===== src/rtl/grid_mover_pkg.sv =====
// Shared types for the grid mover: facing codes, FSM states and direction helpers.
package grid_mover_pkg;

    typedef enum logic [1:0] {
        DIR_UP    = 2'b00,
        DIR_LEFT  = 2'b01,
        DIR_RIGHT = 2'b10,
        DIR_DOWN  = 2'b11
    } dir_e;

    typedef enum logic {
        ST_IDLE = 1'b0,
        ST_HOP  = 1'b1
    } state_e;

    function automatic logic dir_is_y(input dir_e d);
        return (d == DIR_UP) || (d == DIR_DOWN);
    endfunction

    // Up and left walk toward smaller coordinates.
    function automatic logic dir_is_neg(input dir_e d);
        return (d == DIR_UP) || (d == DIR_LEFT);
    endfunction

endpackage


===== src/rtl/grid_mover_if.sv =====
// Game-control / renderer side bundle of the grid mover.
interface grid_mover_if #(
    parameter int COORD_W = 10
);
    logic               i_up;
    logic               i_down;
    logic               i_left;
    logic               i_right;
    logic               i_tick;
    logic               i_enable;
    logic               i_respawn;
    logic [COORD_W-1:0] o_x;
    logic [COORD_W-1:0] o_y;
    logic [1:0]         o_dir;
    logic               o_moving;
    logic               o_hop_done;
    logic               o_bump;

    modport master (
        output i_up, i_down, i_left, i_right, i_tick, i_enable, i_respawn,
        input  o_x, o_y, o_dir, o_moving, o_hop_done, o_bump
    );

    modport slave (
        input  i_up, i_down, i_left, i_right, i_tick, i_enable, i_respawn,
        output o_x, o_y, o_dir, o_moving, o_hop_done, o_bump
    );
endinterface


===== src/rtl/debounce_switch.sv =====
// Two-flop synchroniser plus stability counter for one raw button.
module debounce_switch #(
    parameter int CYCLES = 1000
) (
    input  logic clk,
    input  logic reset,
    input  logic raw,
    output logic level
);
    localparam logic [15:0] LIMIT_C = 16'(CYCLES - 1);

    logic        sync1_r;
    logic        sync2_r;
    logic        stable_r;
    logic [15:0] cnt_r;

    // Reset adopts the current raw level so a held button is not seen as a new press.
    always_ff @(posedge clk) begin
        if (reset) begin
            sync1_r  <= raw;
            sync2_r  <= raw;
            stable_r <= raw;
            cnt_r    <= 16'd0;
        end else begin
            sync1_r <= raw;
            sync2_r <= sync1_r;
            if (sync2_r == stable_r) begin
                cnt_r <= 16'd0;
            end else if (cnt_r == LIMIT_C) begin
                stable_r <= sync2_r;
                cnt_r    <= 16'd0;
            end else begin
                cnt_r <= cnt_r + 16'd1;
            end
        end
    end

    assign level = stable_r;
endmodule


===== src/rtl/key_repeat.sv =====
// Press edge detect plus tick-paced auto-repeat; emits single-cycle move requests.
module key_repeat #(
    parameter int REPEAT_DELAY = 15,
    parameter int REPEAT_RATE  = 6
) (
    input  logic clk,
    input  logic reset,
    input  logic level,
    input  logic tick,
    output logic req
);
    localparam logic [15:0] DELAY_C  = 16'(REPEAT_DELAY);
    localparam logic [15:0] PERIOD_C = 16'(REPEAT_DELAY + REPEAT_RATE);

    logic        prev_r;
    logic        req_r;
    logic        req_n_s;
    logic [15:0] cnt_r;
    logic [15:0] cnt_n_s;
    logic [15:0] cnt_inc_s;

    // Counter wraps back to DELAY after each repeat so later repeats land every RATE ticks.
    always_comb begin
        cnt_n_s   = cnt_r;
        req_n_s   = 1'b0;
        cnt_inc_s = cnt_r + 16'd1;
        if (!level) begin
            cnt_n_s = 16'd0;
        end else if (!prev_r) begin
            req_n_s = 1'b1;
            cnt_n_s = 16'd0;
        end else if (tick && (DELAY_C != 16'd0)) begin
            if (cnt_inc_s == PERIOD_C) begin
                req_n_s = 1'b1;
                cnt_n_s = DELAY_C;
            end else if (cnt_inc_s == DELAY_C) begin
                req_n_s = 1'b1;
                cnt_n_s = cnt_inc_s;
            end else begin
                cnt_n_s = cnt_inc_s;
            end
        end else begin
            cnt_n_s = cnt_r;
        end
    end

    // Edge register, repeat counter and request pulse.
    always_ff @(posedge clk) begin
        if (reset) begin
            prev_r <= level;
            cnt_r  <= 16'd0;
            req_r  <= 1'b0;
        end else begin
            prev_r <= level;
            cnt_r  <= cnt_n_s;
            req_r  <= req_n_s;
        end
    end

    assign req = req_r;
endmodule


===== src/rtl/grid_mover.sv =====
// Grid-locked sprite mover: button arbitration, hop FSM and position datapath.
module grid_mover
    import grid_mover_pkg::*;
#(
    parameter int COORD_W      = 10,
    parameter int STEP         = 32,
    parameter int HOP_STEPS    = 4,
    parameter int X_MIN        = 0,
    parameter int X_MAX        = 608,
    parameter int Y_MIN        = 0,
    parameter int Y_MAX        = 448,
    parameter int START_X      = 320,
    parameter int START_Y      = 448,
    parameter int REPEAT_DELAY = 15,
    parameter int REPEAT_RATE  = 6,
    parameter int DB_CYCLES    = 1000
) (
    input  logic        clk,
    input  logic        reset,
    grid_mover_if.slave bus
);
    localparam int CW1 = COORD_W + 1;
    localparam logic [COORD_W:0]   STEP_C    = CW1'(STEP);
    localparam logic [COORD_W:0]   X_MIN_C   = CW1'(X_MIN);
    localparam logic [COORD_W:0]   X_MAX_C   = CW1'(X_MAX);
    localparam logic [COORD_W:0]   Y_MIN_C   = CW1'(Y_MIN);
    localparam logic [COORD_W:0]   Y_MAX_C   = CW1'(Y_MAX);
    localparam logic [COORD_W-1:0] HSTEP_C   = COORD_W'(STEP / HOP_STEPS);
    localparam logic [COORD_W-1:0] START_X_C = COORD_W'(START_X);
    localparam logic [COORD_W-1:0] START_Y_C = COORD_W'(START_Y);

    logic [3:0] raw_s;
    logic [3:0] lvl_s;
    logic [3:0] req_s;

    assign raw_s = {bus.i_right, bus.i_left, bus.i_down, bus.i_up};

    for (genvar g = 0; g < 4; g++) begin : g_key
        debounce_switch #(.CYCLES(DB_CYCLES)) u_db (
            .clk(clk), .reset(reset), .raw(raw_s[g]), .level(lvl_s[g])
        );
        key_repeat #(.REPEAT_DELAY(REPEAT_DELAY), .REPEAT_RATE(REPEAT_RATE)) u_rep (
            .clk(clk), .reset(reset), .level(lvl_s[g]), .tick(bus.i_tick), .req(req_s[g])
        );
    end

    state_e             state_r, state_n_s;
    dir_e               dir_r, dir_n_s, req_dir_s;
    logic [COORD_W-1:0] x_r, x_n_s, y_r, y_n_s, tgt_r, tgt_n_s;
    logic [COORD_W-1:0] acur_s, astep_s;
    logic [COORD_W:0]   cur_s, cand_s, lo_s, hi_s;
    logic               req_any_s, in_range_s;
    logic               moving_r, moving_n_s, hop_done_r, hop_done_n_s, bump_r, bump_n_s;

    // Fixed priority up > down > left > right; losers are dropped.
    always_comb begin
        req_any_s = 1'b1;
        req_dir_s = DIR_UP;
        if (req_s[0]) begin
            req_dir_s = DIR_UP;
        end else if (req_s[1]) begin
            req_dir_s = DIR_DOWN;
        end else if (req_s[2]) begin
            req_dir_s = DIR_LEFT;
        end else if (req_s[3]) begin
            req_dir_s = DIR_RIGHT;
        end else begin
            req_any_s = 1'b0;
        end
    end

    // Target is computed one bit wider so an underflow shows up as an out-of-range value.
    always_comb begin
        cur_s = dir_is_y(req_dir_s) ? {1'b0, y_r} : {1'b0, x_r};
        if (dir_is_neg(req_dir_s)) begin
            cand_s = cur_s - STEP_C;
        end else begin
            cand_s = cur_s + STEP_C;
        end
        if (dir_is_y(req_dir_s)) begin
            lo_s = Y_MIN_C;
            hi_s = Y_MAX_C;
        end else begin
            lo_s = X_MIN_C;
            hi_s = X_MAX_C;
        end
        in_range_s = (cand_s >= lo_s) && (cand_s <= hi_s);
        acur_s     = dir_is_y(dir_r) ? y_r : x_r;
        if (dir_is_neg(dir_r)) begin
            astep_s = acur_s - HSTEP_C;
        end else begin
            astep_s = acur_s + HSTEP_C;
        end
    end

    // Next-state and output decode; respawn overrides everything.
    always_comb begin
        state_n_s    = state_r;
        x_n_s        = x_r;
        y_n_s        = y_r;
        tgt_n_s      = tgt_r;
        dir_n_s      = dir_r;
        moving_n_s   = moving_r;
        hop_done_n_s = 1'b0;
        bump_n_s     = 1'b0;
        if (bus.i_respawn) begin
            state_n_s  = ST_IDLE;
            x_n_s      = START_X_C;
            y_n_s      = START_Y_C;
            dir_n_s    = DIR_UP;
            moving_n_s = 1'b0;
        end else begin
            case (state_r)
                ST_IDLE: begin
                    if (req_any_s && bus.i_enable) begin
                        dir_n_s = req_dir_s;
                        if (in_range_s) begin
                            tgt_n_s    = cand_s[COORD_W-1:0];
                            moving_n_s = 1'b1;
                            state_n_s  = ST_HOP;
                        end else begin
                            bump_n_s = 1'b1;
                        end
                    end else begin
                        state_n_s = ST_IDLE;
                    end
                end
                ST_HOP: begin
                    if (bus.i_tick) begin
                        if (dir_is_y(dir_r)) begin
                            y_n_s = astep_s;
                        end else begin
                            x_n_s = astep_s;
                        end
                        if (astep_s == tgt_r) begin
                            moving_n_s   = 1'b0;
                            hop_done_n_s = 1'b1;
                            state_n_s    = ST_IDLE;
                        end else begin
                            state_n_s = ST_HOP;
                        end
                    end else begin
                        state_n_s = ST_HOP;
                    end
                end
                default: begin
                    state_n_s  = ST_IDLE;
                    moving_n_s = 1'b0;
                end
            endcase
        end
    end

    // State, position and status registers.
    always_ff @(posedge clk) begin
        if (reset) begin
            state_r    <= ST_IDLE;
            x_r        <= START_X_C;
            y_r        <= START_Y_C;
            tgt_r      <= START_X_C;
            dir_r      <= DIR_UP;
            moving_r   <= 1'b0;
            hop_done_r <= 1'b0;
            bump_r     <= 1'b0;
        end else begin
            state_r    <= state_n_s;
            x_r        <= x_n_s;
            y_r        <= y_n_s;
            tgt_r      <= tgt_n_s;
            dir_r      <= dir_n_s;
            moving_r   <= moving_n_s;
            hop_done_r <= hop_done_n_s;
            bump_r     <= bump_n_s;
        end
    end

    assign bus.o_x        = x_r;
    assign bus.o_y        = y_r;
    assign bus.o_dir      = dir_r;
    assign bus.o_moving   = moving_r;
    assign bus.o_hop_done = hop_done_r;
    assign bus.o_bump     = bump_r;
endmodule

===== src/flat_wrapper.sv =====
// flat-port wrapper written by rule: the top's interface ports become plain ports
module grid_mover_flat import grid_mover_pkg::*;
#(
    parameter int COORD_W      = 10,
    parameter int STEP         = 32,
    parameter int HOP_STEPS    = 4,
    parameter int X_MIN        = 0,
    parameter int X_MAX        = 608,
    parameter int Y_MIN        = 0,
    parameter int Y_MAX        = 448,
    parameter int START_X      = 320,
    parameter int START_Y      = 448,
    parameter int REPEAT_DELAY = 15,
    parameter int REPEAT_RATE  = 6,
    parameter int DB_CYCLES    = 1000
)
  (clk, reset, bus_i_up, bus_i_down, bus_i_left, bus_i_right, bus_i_tick, bus_i_enable, bus_i_respawn, bus_o_x, bus_o_y, bus_o_dir, bus_o_moving, bus_o_hop_done, bus_o_bump);
  grid_mover_if #(.COORD_W(COORD_W)) bus_i ();
  input  logic clk;
  input  logic reset;
  input wire logic [$bits(bus_i.i_up)-1:0] bus_i_up;
  input wire logic [$bits(bus_i.i_down)-1:0] bus_i_down;
  input wire logic [$bits(bus_i.i_left)-1:0] bus_i_left;
  input wire logic [$bits(bus_i.i_right)-1:0] bus_i_right;
  input wire logic [$bits(bus_i.i_tick)-1:0] bus_i_tick;
  input wire logic [$bits(bus_i.i_enable)-1:0] bus_i_enable;
  input wire logic [$bits(bus_i.i_respawn)-1:0] bus_i_respawn;
  output wire logic [$bits(bus_i.o_x)-1:0] bus_o_x;
  output wire logic [$bits(bus_i.o_y)-1:0] bus_o_y;
  output wire logic [$bits(bus_i.o_dir)-1:0] bus_o_dir;
  output wire logic [$bits(bus_i.o_moving)-1:0] bus_o_moving;
  output wire logic [$bits(bus_i.o_hop_done)-1:0] bus_o_hop_done;
  output wire logic [$bits(bus_i.o_bump)-1:0] bus_o_bump;
  assign bus_i.i_up = bus_i_up;
  assign bus_i.i_down = bus_i_down;
  assign bus_i.i_left = bus_i_left;
  assign bus_i.i_right = bus_i_right;
  assign bus_i.i_tick = bus_i_tick;
  assign bus_i.i_enable = bus_i_enable;
  assign bus_i.i_respawn = bus_i_respawn;
  assign bus_o_x = bus_i.o_x;
  assign bus_o_y = bus_i.o_y;
  assign bus_o_dir = bus_i.o_dir;
  assign bus_o_moving = bus_i.o_moving;
  assign bus_o_hop_done = bus_i.o_hop_done;
  assign bus_o_bump = bus_i.o_bump;
  grid_mover #(.COORD_W(COORD_W), .STEP(STEP), .HOP_STEPS(HOP_STEPS), .X_MIN(X_MIN), .X_MAX(X_MAX), .Y_MIN(Y_MIN), .Y_MAX(Y_MAX), .START_X(START_X), .START_Y(START_Y), .REPEAT_DELAY(REPEAT_DELAY), .REPEAT_RATE(REPEAT_RATE), .DB_CYCLES(DB_CYCLES)) u_core (.clk(clk), .reset(reset), .bus(bus_i));
endmodule

===== config.mk =====
export PLATFORM = sky130hd
export DESIGN_NAME = grid_mover_flat
export DESIGN_NICKNAME = d
export VERILOG_FILES = /design/src/rtl/grid_mover_pkg.sv /design/src/rtl/grid_mover_if.sv /design/src/rtl/debounce_switch.sv /design/src/rtl/key_repeat.sv /design/src/rtl/grid_mover.sv /design/src/flat_wrapper.sv
export SDC_FILE = /design/constraint.sdc
export NUM_CORES = 1
export LEC_CHECK = 0
export CORE_ASPECT_RATIO = 2
export CORE_MARGIN = 8
export CORE_UTILIZATION = 65
export DETAILED_ROUTE_END_ITERATION = 16
export PLACE_DENSITY = 0.89
export SYNTH_ARGS = -nofsm -noshare
export SYNTH_HDL_FRONTEND = slang
export SYNTH_SLANG_ARGS = --single-unit

===== constraint.sdc =====
create_clock -name clk -period 11 [get_ports clk]
set_input_delay 2.2 -clock clk [delete_from_list [all_inputs] [get_ports clk]]
set_output_delay 2.2 -clock clk [all_outputs]
set_load 0.01 [all_outputs]

* Word-level counts from Yosys, hierarchy flattened *
Cells that the tools add are included.

word-level totals
  register bits = 184
  input port bits = 9
  output and inout port bits = 25
  logic and storage cells = 189

operators by class
  $add $sub $neg = 12
  order comparisons = 2
  eq/ne operators = 29
  mux-type cells = 61
  bitwise gates (word level) = 13
  reductions and logical operators = 36

operators by type and width
  kind                   number
  $add 16x1->16 const B  8
  $eq 16x10->1 const B   4
  $eq 16x4->1 const B    4
  $eq 16x5->1 const B    4
  $mux 16                4
  $mux 1                 46
  $mux 10                4
  $reduce_or 3->1        8
  $not 1->1              13
  $ne 2x2->1 const B     6
  $add 11x6->11 const B  1
  $ge 11x1->1 const B    1
  $le 11x10->1           1
  $mux 11                1
  $sub 11x6->11 const B  1
  $add 10x4->10 const B  1
  $eq 10x10->1           1
  $reduce_and 2->1       5
  $reduce_or 2->1        5
  $sub 10x4->10 const B  1
  $mux 2                 4
  $reduce_and 4->1       2
  $reduce_bool 2->1      4
  $reduce_or 4->1        2
  other kinds (9)        22

* Depth between registers and ports, before layout *
  depth in word-level cells = 14
  depth in mapped cells = 17
  depth with buffers taken out = 16

* Cells and area by module *
From an unflattened synthesis, not the netlist that was laid out.

unflattened totals
  cells, all modules = 1135
  area total of the unflattened synthesis = 9999.6 um^2

modules (own cells, without submodules)
  module           instances  cells each  area an instance (um^2)  seq. area each (um^2)
  key_repeat       4          130         1067.3                   360.3
  debounce_switch  4          91          852.1                    390.4
  grid_mover       1          251         2322.2                   720.7

* Least setup slack after synthesis *
OpenSTA, ideal clock, no wires.

  path kind = flip-flop to flip-flop
  from = reg u_core.g_key[2].u_rep.req_r
  to = reg u_core.tgt_r[3]
  setup time = 0.080 ns
  arrival = 4.391 ns
  required time = 10.920 ns
  path slack = 6.529 ns
  cell stages (with the launch flop) = 17
  path buffers = 2
  period minus slack after synthesis = 4.471 ns
  cells stage by stage = dfxtp_1 > nor2_1 > or2_2 > ha_1 > buf_1 > mux2_2 > fa_1 > a21o_1 > a21oi_1 > xnor2_1 > ha_1 > nor2b_1 > o32a_1 > nor4_4 > buf_6 > nor2_1 > a211oi_2

on the way
  longest elaborated chain between the ends = 11
  elaborated cells on any way between the ends = 21
  classes of those cells = add/sub: 2; order compare: 2; eq/ne: 2; mux: 9; reduce/logical: 6

ends and longest elaborated chain
  what                                                   RTL line                                    RTL
  start, declared                                        key_repeat.sv:16                            logic req_r;
  start signal, assigned                                 key_repeat.sv:56                            req_r <= req_n_s;
  $mux 2 *                                               grid_mover.sv:63                            end else if (req_s[2]) begin
  $mux 2 *                                               grid_mover.sv:61                            end else if (req_s[1]) begin
  $mux 2 *                                               grid_mover.sv:59                            if (req_s[0]) begin
  $eq 2x2->1 / $logic_not 2->1 (equally long branches)   grid_mover_pkg.sv:17, grid_mover_pkg.sv:22
  $logic_or 1x1->1                                       grid_mover_pkg.sv:17                        return (d == DIR_UP) || (d == DIR_DOWN);
  $mux 10                                                grid_mover.sv:74                            cur_s = dir_is_y(req_dir_s) ? {1'b0, y_r} : {1'b0, x_r};
  $add 11x6->11 / $sub 11x6->11 (equally long branches)  grid_mover.sv:78, grid_mover.sv:76
  $mux 11 *                                              grid_mover.sv:75                            if (dir_is_neg(req_dir_s)) begin
  named net u_core.cand_s[9]                             grid_mover.sv:51                            logic [COORD_W:0] cur_s, cand_s, lo_s, hi_s;
  $ge 11x1->1 / $le 11x10->1 (equally long branches)     grid_mover.sv:87                            in_range_s = (cand_s >= lo_s) && (cand_s <= hi_s);
  $logic_and 1x1->1 *                                    grid_mover.sv:87
  $reduce_and 4->1 (no source line) *                    n/a
  end signal, assigned                                   grid_mover.sv:169                           tgt_r <= tgt_n_s;
  end, declared                                          grid_mover.sv:49                            logic [COORD_W-1:0] x_r, x_n_s, y_r, y_n_s, tgt_r, tgt_n_s;

Mark *: on every way through the listed nets, which the timed path passes. The rest lies on a longest branch.
A chain may end at the register's enable or synchronous reset.

* Worst setup path after layout *
  from = reg u_core.g_key[2].u_rep.req_r
  to = reg u_core.tgt_r[8]

The elaborated chain is that of the path after synthesis.

==> summary.txt <==
Global routing
  – GRT Util Overall: 23.8%
  – Vias in the first global route: 7871
  – Grt total ovfl: 0
  – Antenna violations before repair: 0
  – First-pass GRT wire length: 36.0 mm
  – Largest net degree at the start of global routing: 67

STA
  – FMAX: 189 MHz
  – Final hold violations: 0
  – Tcrit/Tclk final: 48.2%
  – Clock skew: 0.0131 ns
  – Setup TNS: 0 ns
  – Max_slew headroom: 26.7%
  – RSZ-0062 raised after global routing: false
  – Final setup fails: 0
  – Minimum clock period: 5.30 ns
  – Tightest Pin Transition: 1.09 ns
  – Final Max Tran Viols: 0

Placement
  – GP Congestion: 0.926
  – Input/output buffers: 33
  – DPL Wire Length: 14.7 mm

Yosys
  – Area leader, netlist: dfxtp_1
  – Syn_nets: 1139
  – Syn Inst Count: 1096
  – Top post-synthesis cells by area: dfxtp_1 (38%), xor2_1 (7.7%), nor2_1 (7.0%), xnor2_1 (4.6%), ha_1 (4.3%)
  – Asr flop ratio synth: 0%
  – Post-synthesis sequential area ratio: 39.7%
  – Post-Syn Area per Cell: 8.57 µm²
  – Synth Flop Type: dfxtp_1
  – Ys Warns: 0
  – Syn Std Cell Area: 0.00939 mm²
  – Area fraction of the dominant cell type after synthesis: 38.4%
  – Synth unique cells: 70
  – Synth Register Bits: 184
  – Number of synthesized flops with an enable pin: 4

Clock tree
  – Post-CTS resize count: 0
  – H-tree Lvls: 4
  – Hold_buf cts: 0
  – Clock transition at path regs: 0.07 ns
  – Clock sink total: 184
  – Setup bufs post-CTS: 0
  – Clk buf depth: 2
  – Inserted Clock Buffers: 17
  – Worst-skew pair later-pin latency: 0.44 ns
  – Clock tree root driver cell: clkbuf_16
  – TritonCTS clock tree: yes

Cells and area
  – ANT cells: 0
  – Layout fillers: 1044
  – Layout cells sized above 1: 6.24%
  – Synthesis-to-layout area growth: 10.6%
  – Nets: 1151

Floorplanning
  – # rows: 62
  – Die Wd: 101 µm
  – Core area: 0.0143 mm²
  – Die ar.: 0.0188 mm²
  – IO Pins: 34
  – Die height: 186 µm
  – Starting Density: 65.8%

Power and ir drop
  – Power Density: 138 mW/mm²
  – Total power after layout: 0.00143 W
  – Worst vdd ir: 146 µV
  – Leak: 3.63 nW

Worst setup path
  – Critical Path RT: 11.32 ns
  – CP bufs+invs: 1
  – Worst-path maximum fanout: 17
  – CP max stage cell: nor4_4
  – Top cell family by delay on the critical path: simple AND/OR/NAND/NOR gates
  – CP Cell Sequence: nor2_1, or2_2, ha_1, mux2i_1, inv_1, fa_1, a21o_1, a21oi_1, xnor2_1, ha_1, nand4_1, a21oi_1, o32a_1, nor4_4, nor2b_1, a211o_1
  – Kind of end point of the critical path: register
  – Startpoint types: register
  – WP data arrival: 5.62 ns
  – CP max stage delay: 0.93 ns
  – Crit Path Category: register to register

Drt
  – Routed WL: 21.5 mm
  – WL/cell: 16.4 µm
  – Initial DRC count: 430
  – Routed vias/inst: 6.05
  – Drt drc: 0
  – Vias: 7944
  – Final ANT Viol Nets: 0
  – Pre-antenna DRT Iters: 5

Job
  – MaxCap Viol Count: 0

Hold path
  – Hold Crit Class: register to register

Outcome
  – Status: finished, final reports clean
state kept, by name, indices dropped and copies added (netlist names):
register / count
u_core.tgt_r: 10
u_core.g_key.u_db.sync1_r: 4
u_core.g_key.u_rep.cnt_r: 64
u_core.g_key.u_db.level: 4
u_core.g_key.u_rep.req: 4
u_core.state_r: 1
u_core.g_key.u_db.cnt_r: 64
u_core.bus.o_bump: 1
u_core.bus.o_dir: 2
u_core.g_key.u_db.sync2_r: 4
u_core.bus.o_y: 10
u_core.bus.o_hop_done: 1
u_core.bus.o_moving: 1
u_core.g_key.u_rep.prev_r: 4
u_core.bus.o_x: 10
final timing paths:
| check | from | to | slack (ns) | cells past startpoint |
|---|---|---|---|---|
| max | u_core.g_key[2].u_rep.req$_SDFF_PP0_ | u_core.tgt_r[8]$_SDFFE_PP1P_ | 5.70 | 16 |
| min | u_core.g_key[3].u_db.sync1_r$_DFF_P_ | u_core.g_key[3].u_db.sync2_r$_DFF_P_ | 0.44 | 2 |
| max reg2reg | u_core.g_key[2].u_rep.req$_SDFF_PP0_ | u_core.tgt_r[8]$_SDFFE_PP1P_ | 5.70 | 16 |
| min reg2reg | u_core.g_key[3].u_db.sync1_r$_DFF_P_ | u_core.g_key[3].u_db.sync2_r$_DFF_P_ | 0.44 | 2 |
logic make-up (layout without fill, tap and decap cells):
| group | after synthesis | count (layout) | synth area share [%] |
|---|---|---|---|
| simple gates | 494 | 494 | 25.9 |
| fa+ha+maj | 34 | 34 | 4.69 |
| mux | 29 | 29 | 3.22 |
| xor+xnor | 135 | 135 | 13.0 |
| buf+inv | 78 | 103 | 3.24 |
| compound gates | 142 | 142 | 10.3 |
| flops | 184 | 184 | 39.7 |
placed cells by master, fill, tap and decap left out, drive strengths merged, types with 4 or more instances in the layout:
cell	instances
dfxtp	180
nor2	175
nand2	85
xor2	83
nand3	58
xnor2	49
inv	39
nand4	36
a21oi	34
ha	32
clkdlybuf4s50	32
o21ai	31
and3	24
nor3	24
or3	20
mux2i	19
clkbuf	19
a211oi	16
and2	15
nor4	14
nor2b	11
mux2	10
a31oi	10
or2	9
and4	7
o211ai	7
a21boi	6
clkinv	5
edfxtp	4
tightest hold or removal path, delay by kind of cell, from the launching register on:
kind,cells,cell delay (ns)
DFF,1,0.30
buffers and inverters,1,0.04
AOI/OAI and AO/OA,1,0.05
final cells by class:
class | instances | area [µm²] | area share, %
clock buffers | 19 | 443 | 4.26
clock inverters | 13 | 144 | 1.39
inverters | 36 | 135 | 1.30
multi-input cells | 834 | 5360 | 51.6
flip-flops and latches | 184 | 3720 | 35.8
well taps | 192 | 240 | 2.31
repair buffers | 35 | 340 | 3.28
where the power goes:
group          switching, W  internal [W]
Sequential        0.0000113      0.000682
Clock              0.000270      0.000343
Combinational     0.0000774     0.0000510
layer usage:
layer	wire, µm	part of all wire [%]	vias up	global-route usage, %
li1	-	-	3837	-
met1	7960	37	3836	22.8
met2	11800	55	196	45.5
met3	807	3.8	75	4.68
met4	915	4.3	0	13.5
met5	0	0	-	0
cell usage after synthesis (24+ instances only):
cell type  count
nor2_1       175
xor2_1        83
nand2_1       85
clkbuf_1      36
and3_1        24
xnor2_1       49
a21oi_1       34
nand4_1       35
inv_1         36
dfxtp_1      180
ha_1          32
o21ai_0       31
nand3_1       58
through the flow:
step                      worst slack [ns]  util (%)  std cells  hold WS [ns]  cell area, µm²
after floorplan                       6.53         -       1096         0.382            9390
after global placement                5.97      68.7       1281         0.403            9800
after detailed placement              5.78      68.7       1281         0.430            9800
after CTS                             5.74      72.8       1313         0.436           10400
after global routing                  5.47      72.8       1313         0.461           10400
final                                 5.70      72.8       1313         0.437           10400
Note: power is estimated with default switching activity, not from simulation.
